$ cat src/rtl/vr_fifo.sv
// -----------------------------------------------------------------------------
// vr_fifo
// -----------------------------------------------------------------------------
// Synchronous valid/ready FIFO with first-word-fall-through output. It sits
// between the packet producer and consumer stages so that producer bursts are
// absorbed while the consumer applies back-pressure.
//
// Parameters
//   WIDTH  data word width in bits (>= 1)
//   DEPTH  number of entries, power of two, >= 2
//   CW     count width, $clog2(DEPTH)+1 (derived, not overridable)
//
// Ports
//   clk           in   system clock, rising edge
//   rst           in   synchronous reset, active high
//   in_valid      in   upstream offers in_data
//   in_ready      out  FIFO can accept a word this cycle
//   in_data       in   upstream data word
//   out_valid     out  head entry available
//   out_ready     in   downstream accepts the head entry this cycle
//   out_data      out  head entry (don't-care while out_valid = 0)
//   count         out  current occupancy, 0..DEPTH
//
// Optional feature (macro VR_FIFO_STATS_EN)
//   stall_in_cnt  out  cycles with in_valid && !in_ready, saturating 16 bits
//   stall_out_cnt out  cycles with out_ready && !out_valid, saturating 16 bits
// -----------------------------------------------------------------------------
module vr_fifo #(
    parameter  int WIDTH = 8,
    parameter  int DEPTH = 4,
    localparam int CW    = $clog2(DEPTH) + 1
) (
    input  logic             clk,
    input  logic             rst,
    input  logic             in_valid,
    output logic             in_ready,
    input  logic [WIDTH-1:0] in_data,
    output logic             out_valid,
    input  logic             out_ready,
    output logic [WIDTH-1:0] out_data,
    output logic [CW-1:0]    count
`ifdef VR_FIFO_STATS_EN
    ,
    output logic [15:0]      stall_in_cnt,
    output logic [15:0]      stall_out_cnt
`endif
);

    localparam int AW = $clog2(DEPTH);

    logic [WIDTH-1:0] mem [DEPTH];
    logic [AW-1:0]    wr_ptr;
    logic [AW-1:0]    rd_ptr;
    logic             push;
    logic             pop;

    // Flags come from the registered count only, so there is no combinational
    // path from out_ready to in_ready or from in_valid to out_valid.
    assign in_ready  = (count != CW'(DEPTH));
    assign out_valid = (count != '0);
    assign push      = in_valid && in_ready;
    assign pop       = out_valid && out_ready;

    // First-word-fall-through: the head entry is read combinationally.
    assign out_data  = mem[rd_ptr];

    // NOTE: storage has no reset; the pointers and count alone define which
    // entries are live, so stale contents are never observable.
    always_ff @(posedge clk) begin
        if (push && !rst) begin
            mem[wr_ptr] <= in_data;
        end
    end

    // NOTE: all state updates use non-blocking assignments so every register
    // samples pre-edge values regardless of statement order.
    always_ff @(posedge clk) begin
        if (rst) begin
            wr_ptr <= '0;
            rd_ptr <= '0;
            count  <= '0;
        end else begin
            // DEPTH is a power of two, so natural pointer overflow is the wrap.
            if (push) wr_ptr <= wr_ptr + AW'(1);
            if (pop)  rd_ptr <= rd_ptr + AW'(1);
            unique case ({push, pop})
                2'b10:   count <= count + CW'(1);
                2'b01:   count <= count - CW'(1);
                default: count <= count;
            endcase
        end
    end

`ifdef VR_FIFO_STATS_EN
    always_ff @(posedge clk) begin
        if (rst) begin
            stall_in_cnt  <= '0;
            stall_out_cnt <= '0;
        end else begin
            if (in_valid && !in_ready && stall_in_cnt != 16'hFFFF) begin
                stall_in_cnt <= stall_in_cnt + 16'd1;
            end
            if (out_ready && !out_valid && stall_out_cnt != 16'hFFFF) begin
                stall_out_cnt <= stall_out_cnt + 16'd1;
            end
        end
    end
`endif

endmodule
$ cat config.mk
export PLATFORM = sky130hd
export DESIGN_NAME = vr_fifo
export DESIGN_NICKNAME = d
export VERILOG_FILES = /design/src/rtl/vr_fifo.sv
export SDC_FILE = /design/constraint.sdc
export NUM_CORES = 1
export LEC_CHECK = 0
export BUFFER_PORTS_ARGS = -buffer_cell sky130_fd_sc_hd__buf_2
export CAP_MARGIN = 20
export CORE_ASPECT_RATIO = 0.6
export CORE_UTILIZATION = 25
export DETAILED_ROUTE_END_ITERATION = 6
export GPL_ROUTABILITY_DRIVEN = 0
export HOLD_SLACK_MARGIN = 0.03
export SYNTH_ARGS = -nofsm -noshare
export SYNTH_HDL_FRONTEND = slang
export SYNTH_SLANG_ARGS = --single-unit
$ cat constraint.sdc
create_clock -name clk -period 6.9 [get_ports clk]
set_clock_uncertainty 0.1 [all_clocks]
set_input_delay 0.69 -clock clk [delete_from_list [all_inputs] [get_ports clk]]
set_output_delay 0.69 -clock clk [all_outputs]
set_load 0.1 [all_outputs]
==> results of run 1 <==
[area by class of cell]
cell class              count  area [um^2]
clock buffers               7        86.33
clock inverters             1        30.03
fillers                   626         4224
inverters                   6        22.52
multi-input cells          43        461.7
flip-flops and latches     41         1141
well taps                  84        105.1
repair buffers             28        150.1
[synthesized netlist by cell type (all sizes together), types with 2 or more instances]
master and instances:
inv 6, nor2 8, nand2b 2, mux4 8
edfxtp 32, dfxtp 9, buf 2, xor2 3
ha 5, or3 2, a21oi 2, nor3b 4
[flip-flops by register name, indices dropped and copies added, names as in the netlist, named ones only]
signal / flops
count: 3
mem: 32
rd_ptr: 2
wr_ptr: 2
[per-stage QoR]
stage | instance area, um^2 | instances
global route | 1997 | 210
detailed placement | 1881 | 202
CTS | 1997 | 210
global placement | 1881 | 202
floorplan | 1638 | 93
finish | 1997 | 210
[routing by layer]
| layer | vias up | share of wire [%] | global-route usage, % |
|---|---|---|---|
| met5 | - | 0 | 0 |
| met4 | 0 | 2.4 | 6.678 |
| met3 | 8 | 5.4 | 3.219 |
| met2 | 24 | 50 | 15.91 |
| met1 | 447 | 42 | 10.32 |
| li1 | 409 | - | - |
[logic make-up (layout without fill, tap and decap cells)]
| family | after synthesis | count (layout) | share of synthesized area, % |
|---|---|---|---|
| DFF | 41 | 41 | 69.67 |
| and+or+nand+nor | 18 | 18 | 6.417 |
| muxes | 10 | 10 | 12.53 |
| buffers and inverters | 9 | 42 | 2.138 |
| adders and majority gates | 6 | 6 | 5.042 |
| AOI/OAI and AO/OA | 5 | 5 | 2.062 |
| xor gates and xnor gates | 4 | 4 | 2.139 |
[worst register-to-register path, cell delays in order, from the launching register on]
cell and delay, ns:
dfxtp_1 0.38, or3b_1 0.42, and2_4 0.19, inv_1 0.13, ha_1 0.21, inv_1 0.06, fa_1 0.37, xor2_1 0.17
or3_2 0.41, a21oi_1 0.18
[final timing paths]
check / endpoint / slack [ns] / depth (start not counted)
setup / recovery: count[2]$_SDFFE_PP0P_ / 4.20 / 9
hold / removal: wr_ptr[1]$_SDFFE_PP0P_ / 0.44 / 2
setup reg to reg: count[2]$_SDFFE_PP0P_ / 4.20 / 9
hold reg to reg: wr_ptr[1]$_SDFFE_PP0P_ / 0.44 / 2
==> reports/metrics.csv, run 1 <==
metric;value;unit
status;finished, final reports clean;
worstSkewPairLatency;0.29;ns
die-area;0.006890;mm^2
end_kind;flop;
hold_viol_final;0;
ys_types;23;
n_antenna_cell;0;
ant_nets;0;
fmaxAchievable;0.3705;GHz
synth_edf_count;32;
netlist_instances;93;
cts_tree;built;
finalWirelength;2911;um
drt_pass1_iterations;4;
drc_errors;0;
initialDrtViolationCount;38;
clk_pin_slew;0.07;ns
num_rows;22;
htreeDepth;2;
finalCriticalPeriod;2.699;ns
post_cts_buffers;0;
avgRoutedWirePerCell;13.86;um
setup_viol;0;
fin_hold_ws;0.4421;ns
period_share;39.12;%
track_usage;9.520;%
fp.dieH;64.70;um
cpMaxStageDelayCell;or3b_1;
synth-async-reset-ratio;0;%
slew_violations;0;
arrival;2.81;ns
hold_path.class;reg2reg;
cts-buffers-inserted;5;
yosys.area.top_type;edfxtp_1;
drive_gt1_share;38.10;%
tightest_slew;0.5861;ns
initial_core_util;26.33;%
io_buffer_count;24;
syn-num-nets;111;
final_nets;143;
r2r-start;count[0]$_SDFFE_PP0P_;
path_buf_inv;2;
seq_area_frac_synth;69.67;%
grt_pass1_vias;944;
num_vias;888;
worstHoldStart;wr_ptr[1]$_SDFFE_PP0P_;
grt_pass1_wl;4678;um
cp-startpoint;count[0]$_SDFFE_PP0P_;
antenna_found_initial;0;
syn_area;0.001638;mm^2
synth_area_leaders;edfxtp_1, dfxtp_1, mux4_2;
path_delay_family;simple AND/OR/NAND/NOR gates;
ys_ff_latch;41;
dp_hpwl;2049;um
ys_dominant_reg_cell;edfxtp_1;
routed_via_density;4.229;
cts_buffer_depth;2;
path_max_fanout;7;
critPathKind;reg2reg;
startpoint_type;flop;
clock_sinks;41;
setup_slack;4.201;ns
grt_overflow_total;0;
grt_max_degree;15;
cts-root-buf;clkbuf_8;
core_area;0.006221;mm^2
ioPinCount;25;
ctsHoldBuffers;0;
avgSynthCellArea;17.61;um^2
area_growth;21.93;%
cp_slowest_stage_delay;0.42;ns
die_w;106.5;um
layout_commonest_cell;edfxtp_1;
yosys_warnings;0;
path_cells;or3b_1 > and2_4 > inv_1 > ha_1 > inv_1 > fa_1 > xor2_1 > or3_2 > a21oi_1;
layout_common_cells;edfxtp_1, buf_2, dfxtp_1, mux4_2, nor2_1;
dp_slack;4.219;ns
crit_top_cell;inv_1;
setup_tns;0;ns
cts.repair.resized;0;
post-route-util;32.10;%
yosysTopAreaCellShare;58.67;%
slew_headroom;60.88;%
cap_violations;0;
cp.required;7.01;ns
rsz0062_at_grt;no;
Power of run 1 is not shown: default switching activity piles up to over one toggle a cycle in this logic, so the estimate is an artifact.
==> inputs of run 2 (changes only) <==
Clock period 6.9 ns to 2.2 ns, I/O delays scaled along.
==> reports/metrics.csv, run 2 (synthesis results as in run 1) <==
metric;value;unit;change
avgRoutedWirePerCell;12.70;um;-8.4%
clock_sinks;41;;unchanged
grt_max_degree;15;;unchanged
wl_met1;1252;um;+2.4%
clk_pin_slew;0.08;ns;about the same
status;finished, final reports clean;;
finalWirelength;2743;um;-5.8%
ioPinCount;25;;unchanged
final_nets;149;;+4.2%
end_kind;flop;;
ff_latch_area;0.001147;mm^2;+0.55%
initialDrtViolationCount;26;;-32%
cap_violations;0;;unchanged
dp_cells;207;;+2.5%
cts-buffers-inserted;5;;unchanged
drive_gt1_share;46.97;%;+8.9 points
n_antenna_cell;0;;unchanged
cp.required;2.32;ns;-4.69 ns
drt_pass1_iterations;4;;unchanged
antenna_found_initial;0;;unchanged
multi_input_area;486.7;um^2;+5.4%
core_area;0.006221;mm^2;unchanged
tightest_slew;0.4942;ns;-0.09191 ns
num_rows;22;;unchanged
path_max_fanout;2;;-5
path_cells;or3b_4 > and2_4 > inv_4 > ha_4 > inv_2 > fa_2 > xor2_1 > or3_4 > a21oi_2;;
layout_commonest_cell;edfxtp_1;;
cts-root-buf;clkbuf_8;;
hold_viol_final;0;;unchanged
regMostFlops;mem;;
num_vias;886;;-0.23%
die_w;106.5;um;unchanged
finalCriticalPeriod;2.196;ns;-0.5032 ns
initial_core_util;26.33;%;unchanged
worstSkewPairLatency;0.28;ns;about the same
top_regs;mem (32), count (3);;
slew_headroom;67.28;%;+6.4 points
grt_pass1_wl;4547;um;-2.8%
startpoint_type;flop;;
area_growth;24.60;%;
ant_nets;0;;unchanged
highest_layer;met4;;
arrival;2.32;ns;-0.49 ns
dr_wl_met3;133;um;-15%
largest_reg_flops;32;;unchanged
die-area;0.006890;mm^2;unchanged
critPathKind;reg2reg;;
track_usage;8.859;%;-0.66 points
io_buffer_count;24;;unchanged
period_share;99.82;%;+61 points
setup_viol;0;;unchanged
htreeDepth;2;;unchanged
final-instance-count-excl-fill;216;;+2.9%
grt_overflow_total;0;;unchanged
slew_violations;0;;unchanged
hold_path.class;in2reg;;
dp_slack;-0.01580;ns;-4.235 ns
fp.dieH;64.70;um;unchanged
dp_hpwl;2005;um;-2.2%
rsz0062_at_grt;yes;;
fmaxAchievable;0.4553;GHz;+23%
cpMaxStageDelayCell;or3b_4;;
drc_errors;0;;unchanged
routed-wl-met2;1317;um;-9.8%
cp_slowest_stage_delay;0.37;ns;-0.05 ns
nFillCells;626;;unchanged
cts_tree;built;;
grt_pass1_vias;926;;-1.9%
cts_buffer_depth;2;;unchanged
layout_common_cells;edfxtp_1, buf_2, buf_4, mux4_2, nor2_1;;
routed_via_density;4.102;;-3.0%
setup_slack;0.003866;ns;-4.197 ns
-- run 2: changes by cell type in the layout (fill, tap and decap cells not counted), moves of 2 or more --
cell,change
dfxtp_1,-3
buf_4,+6
clkinv_1,+2
dfxtp_2,+2
inv_1,-2
-- run 2: critical path, delay by kind of cell, from the launching register on --
family | cells | cell delay [ns]
xor+xnor | 1 | 0.16
simple gates | 3 | 0.86
flops | 1 | 0.34
compound gates | 1 | 0.13
fa+ha+maj | 2 | 0.45
buf+inv | 2 | 0.09
-- run 2: final timing paths --
| kind | start | end | slack, ns | depth (start not counted) |
|---|---|---|---|---|
| max | count[2]$_SDFFE_PP0P_ | count[2]$_SDFFE_PP0P_ | 0.004 | 9 |
| min | in_data[2] | mem[1][2]$_DFFE_PP_ | 0.05 | 1 |
| max reg2reg | count[2]$_SDFFE_PP0P_ | count[2]$_SDFFE_PP0P_ | 0.004 | 9 |
| min reg2reg | wr_ptr[1]$_SDFFE_PP0P_ | wr_ptr[1]$_SDFFE_PP0P_ | 0.42 | 2 |
-- run 2: final cells by class --
| cell class | count | share of cell area, % |
|---|---|---|
| inverters | 6 | 1.226 |
| repair buffers | 34 | 9.565 |
| multi-input cells | 43 | 23.85 |
| flip-flops and latches | 41 | 56.22 |
| clock inverters | 3 | 0.6131 |
| well taps | 84 | 5.150 |
| clock buffers | 5 | 3.372 |
-- run 2: per-layer routing --
| metal | vias up | GRT usage [%] |
|---|---|---|
| li1 | 423 | - |
| met4 | 0 | 3.596 |
| met5 | - | 0 |
| met3 | 5 | 2.918 |
| met1 | 441 | 11.10 |
| met2 | 17 | 14.20 |
-- run 2: through the flow --
step	setup TNS, ns	hold WS, ns	cell area, um^2	util [%]
global placement	0	0.3330	1948	31.32
global route	-0.07382	0.04251	2041	32.80
CTS	-0.01651	0.04253	2041	32.80
floorplan	-13.88	0.2189	1668	-
finish	0	0.04795	2041	32.80
detailed placement	-0.01580	0.3420	1948	31.32
-- run 2: what timing repair did --
item / in CTS / in global routing
hold buffers: 0 / 0
hold endpoints to repair: 0 / 0
pin swaps: 2 / 3
gates resized for setup: 1 / 0
setup buffers: 1 / 0
setup endpoints to repair: 1 / 1
Power of run 2 is left out for the same reason.
==> inputs of run 3 (changes only) <==
Settings changed: GPL_TIMING_DRIVEN set to 0.
==> reports/metrics.csv, run 3 (synthesis results as in run 1) <==
metric;value;unit;change
clk_pin_slew;0.08;ns;about the same
track_usage;9.260;%;+0.40 points
dp_slack;-0.09644;ns;-0.08064 ns
grt_pass1_vias;938;;+1.3%
fp.dieH;64.70;um;unchanged
top_regs;mem (32), count (3);;
grt_max_degree;14;;-1
io_buffer_count;24;;unchanged
layout_commonest_cell;edfxtp_1;;
htreeDepth;2;;unchanged
layout_common_cells;edfxtp_1, buf_2, mux4_2, nor2_1, buf_4;;
worstSkewPairLatency;0.29;ns;about the same
slew_headroom;66.66;%;-0.62 points
finalWirelength;2771;um;+1.0%
ioPinCount;25;;unchanged
worstHoldStart;in_data[1];;
arrival;2.31;ns;about the same
slew_violations;0;;unchanged
cts-buffers-inserted;5;;unchanged
clock_sinks;41;;unchanged
routed_via_density;4.036;;-1.6%
cts_tree;built;;
path_max_fanout;2;;unchanged
die_w;106.5;um;unchanged
fin_area;0.002078;mm^2;+1.8%
dpl-instance-area;0.001913;mm^2;-1.8%
avgRoutedWirePerCell;12.54;um;-1.3%
die-area;0.006890;mm^2;unchanged
regMostFlops;mem;;
cp.required;2.31;ns;about the same
rrSetupSlack;0.0004;ns;about the same
core_area;0.006221;mm^2;unchanged
n_antenna_cell;0;;unchanged
drc_errors;0;;unchanged
num_vias;892;;+0.68%
cap_violations;0;;unchanged
post-route-util;33.41;%;+0.60 points
dp_hpwl;1975;um;-1.5%
rsz0062_at_grt;yes;;
hold_viol_final;0;;unchanged
hold_path.class;in2reg;;
end_kind;flop;;
fmaxAchievable;0.4546;GHz;-0.16%
startpoint_type;flop;;
setup_viol;0;;unchanged
status;finished, final reports clean;;
area_growth;26.89;%;
initialDrtViolationCount;25;;-3.8%
final_nets;154;;+3.4%
num_rows;22;;unchanged
cts-root-buf;clkbuf_8;;
cp-startpoint;count[1]$_SDFFE_PP0P_;;
finalCriticalPeriod;2.200;ns;+0.003449 ns
nFillCells;628;;+0.32%
initial_core_util;26.33;%;unchanged
period_share;99.98;%;+0.16 points
drive_gt1_share;47.45;%;+0.48 points
r2r-start;count[1]$_SDFFE_PP0P_;;
antenna_found_initial;0;;unchanged
setup_slack;0.0004174;ns;-0.003449 ns
cts_buffer_depth;2;;unchanged
ant_nets;0;;unchanged
drt_pass1_iterations;4;;unchanged
tightest_slew;0.4990;ns;+0.004888 ns
critPathKind;reg2reg;;
largest_reg_flops;32;;unchanged
grt_pass1_wl;4609;um;+1.4%
grt_overflow_total;0;;unchanged
## run 3: changes by cell type in the layout (fill, tap and decap cells not counted), moves of 2 or more
cell and delta:
buf_2 +5, buf_4 -3, clkbuf_1 +2, clkinv_1 -2, dfxtp_2 -2, dfxtp_4 +2
## run 3: metrics by stage
step / hold slack [ns] / std cells / TNS (ns)
global route: 0.03654 / 221 / -0.05030
finish: 0.04636 / 221 / 0
CTS: 0.03590 / 220 / -0.03793
detailed placement: 0.3437 / 205 / -0.09644
floorplan: 0.2189 / 93 / -13.88
global placement: 0.3331 / 201 / -4.568
## run 3: final cells by class
type | count | area [um^2] | share of cell area (%)
buffer | 3 | 12.51 | 0.6020
timing repair buffer | 36 | 202.7 | 9.753
multi-input combinational | 43 | 486.7 | 23.42
sequential | 41 | 1152 | 55.45
clock buffer | 7 | 86.33 | 4.154
tap | 84 | 105.1 | 5.057
clock inverter | 1 | 7.507 | 0.3612
inverter | 6 | 25.02 | 1.204
## run 3: layer usage
layer | part of all wire, % | vias to the layer above | global-route usage [%]
li1 | - | 433 | -
met4 | 3.1 | 0 | 6.678
met1 | 46 | 434 | 10.98
met3 | 5.1 | 8 | 2.918
met5 | 0 | - | 0
met2 | 46 | 17 | 14.37
## run 3: critical path: stages, from the launching register on
cell     delay, ns
dfxtp_4       0.34
or3b_4        0.39
and2_4        0.16
inv_4         0.06
ha_4          0.13
inv_2         0.03
fa_2          0.32
xor2_1        0.15
or3_4         0.33
a21oi_2       0.11
## run 3: final timing paths
| path | to | depth (start not counted) |
|---|---|---|
| setup / recovery | count[2]$_SDFFE_PP0P_ | 9 |
| hold / removal | mem[0][1]$_DFFE_PP_ | 1 |
| setup reg to reg | count[2]$_SDFFE_PP0P_ | 9 |
| hold reg to reg | wr_ptr[1]$_SDFFE_PP0P_ | 2 |
## run 3: what timing repair did
action                                  in CTS  in global routing
endpoints found under the setup margin       1                  1
pin swaps                                    5                  2
hold buffers                                 1                  0
hold endpoints to repair                     3                  0
setup buffers                                6                  1
resized for setup                            3                  0
Power of run 3 is left out for the same reason.
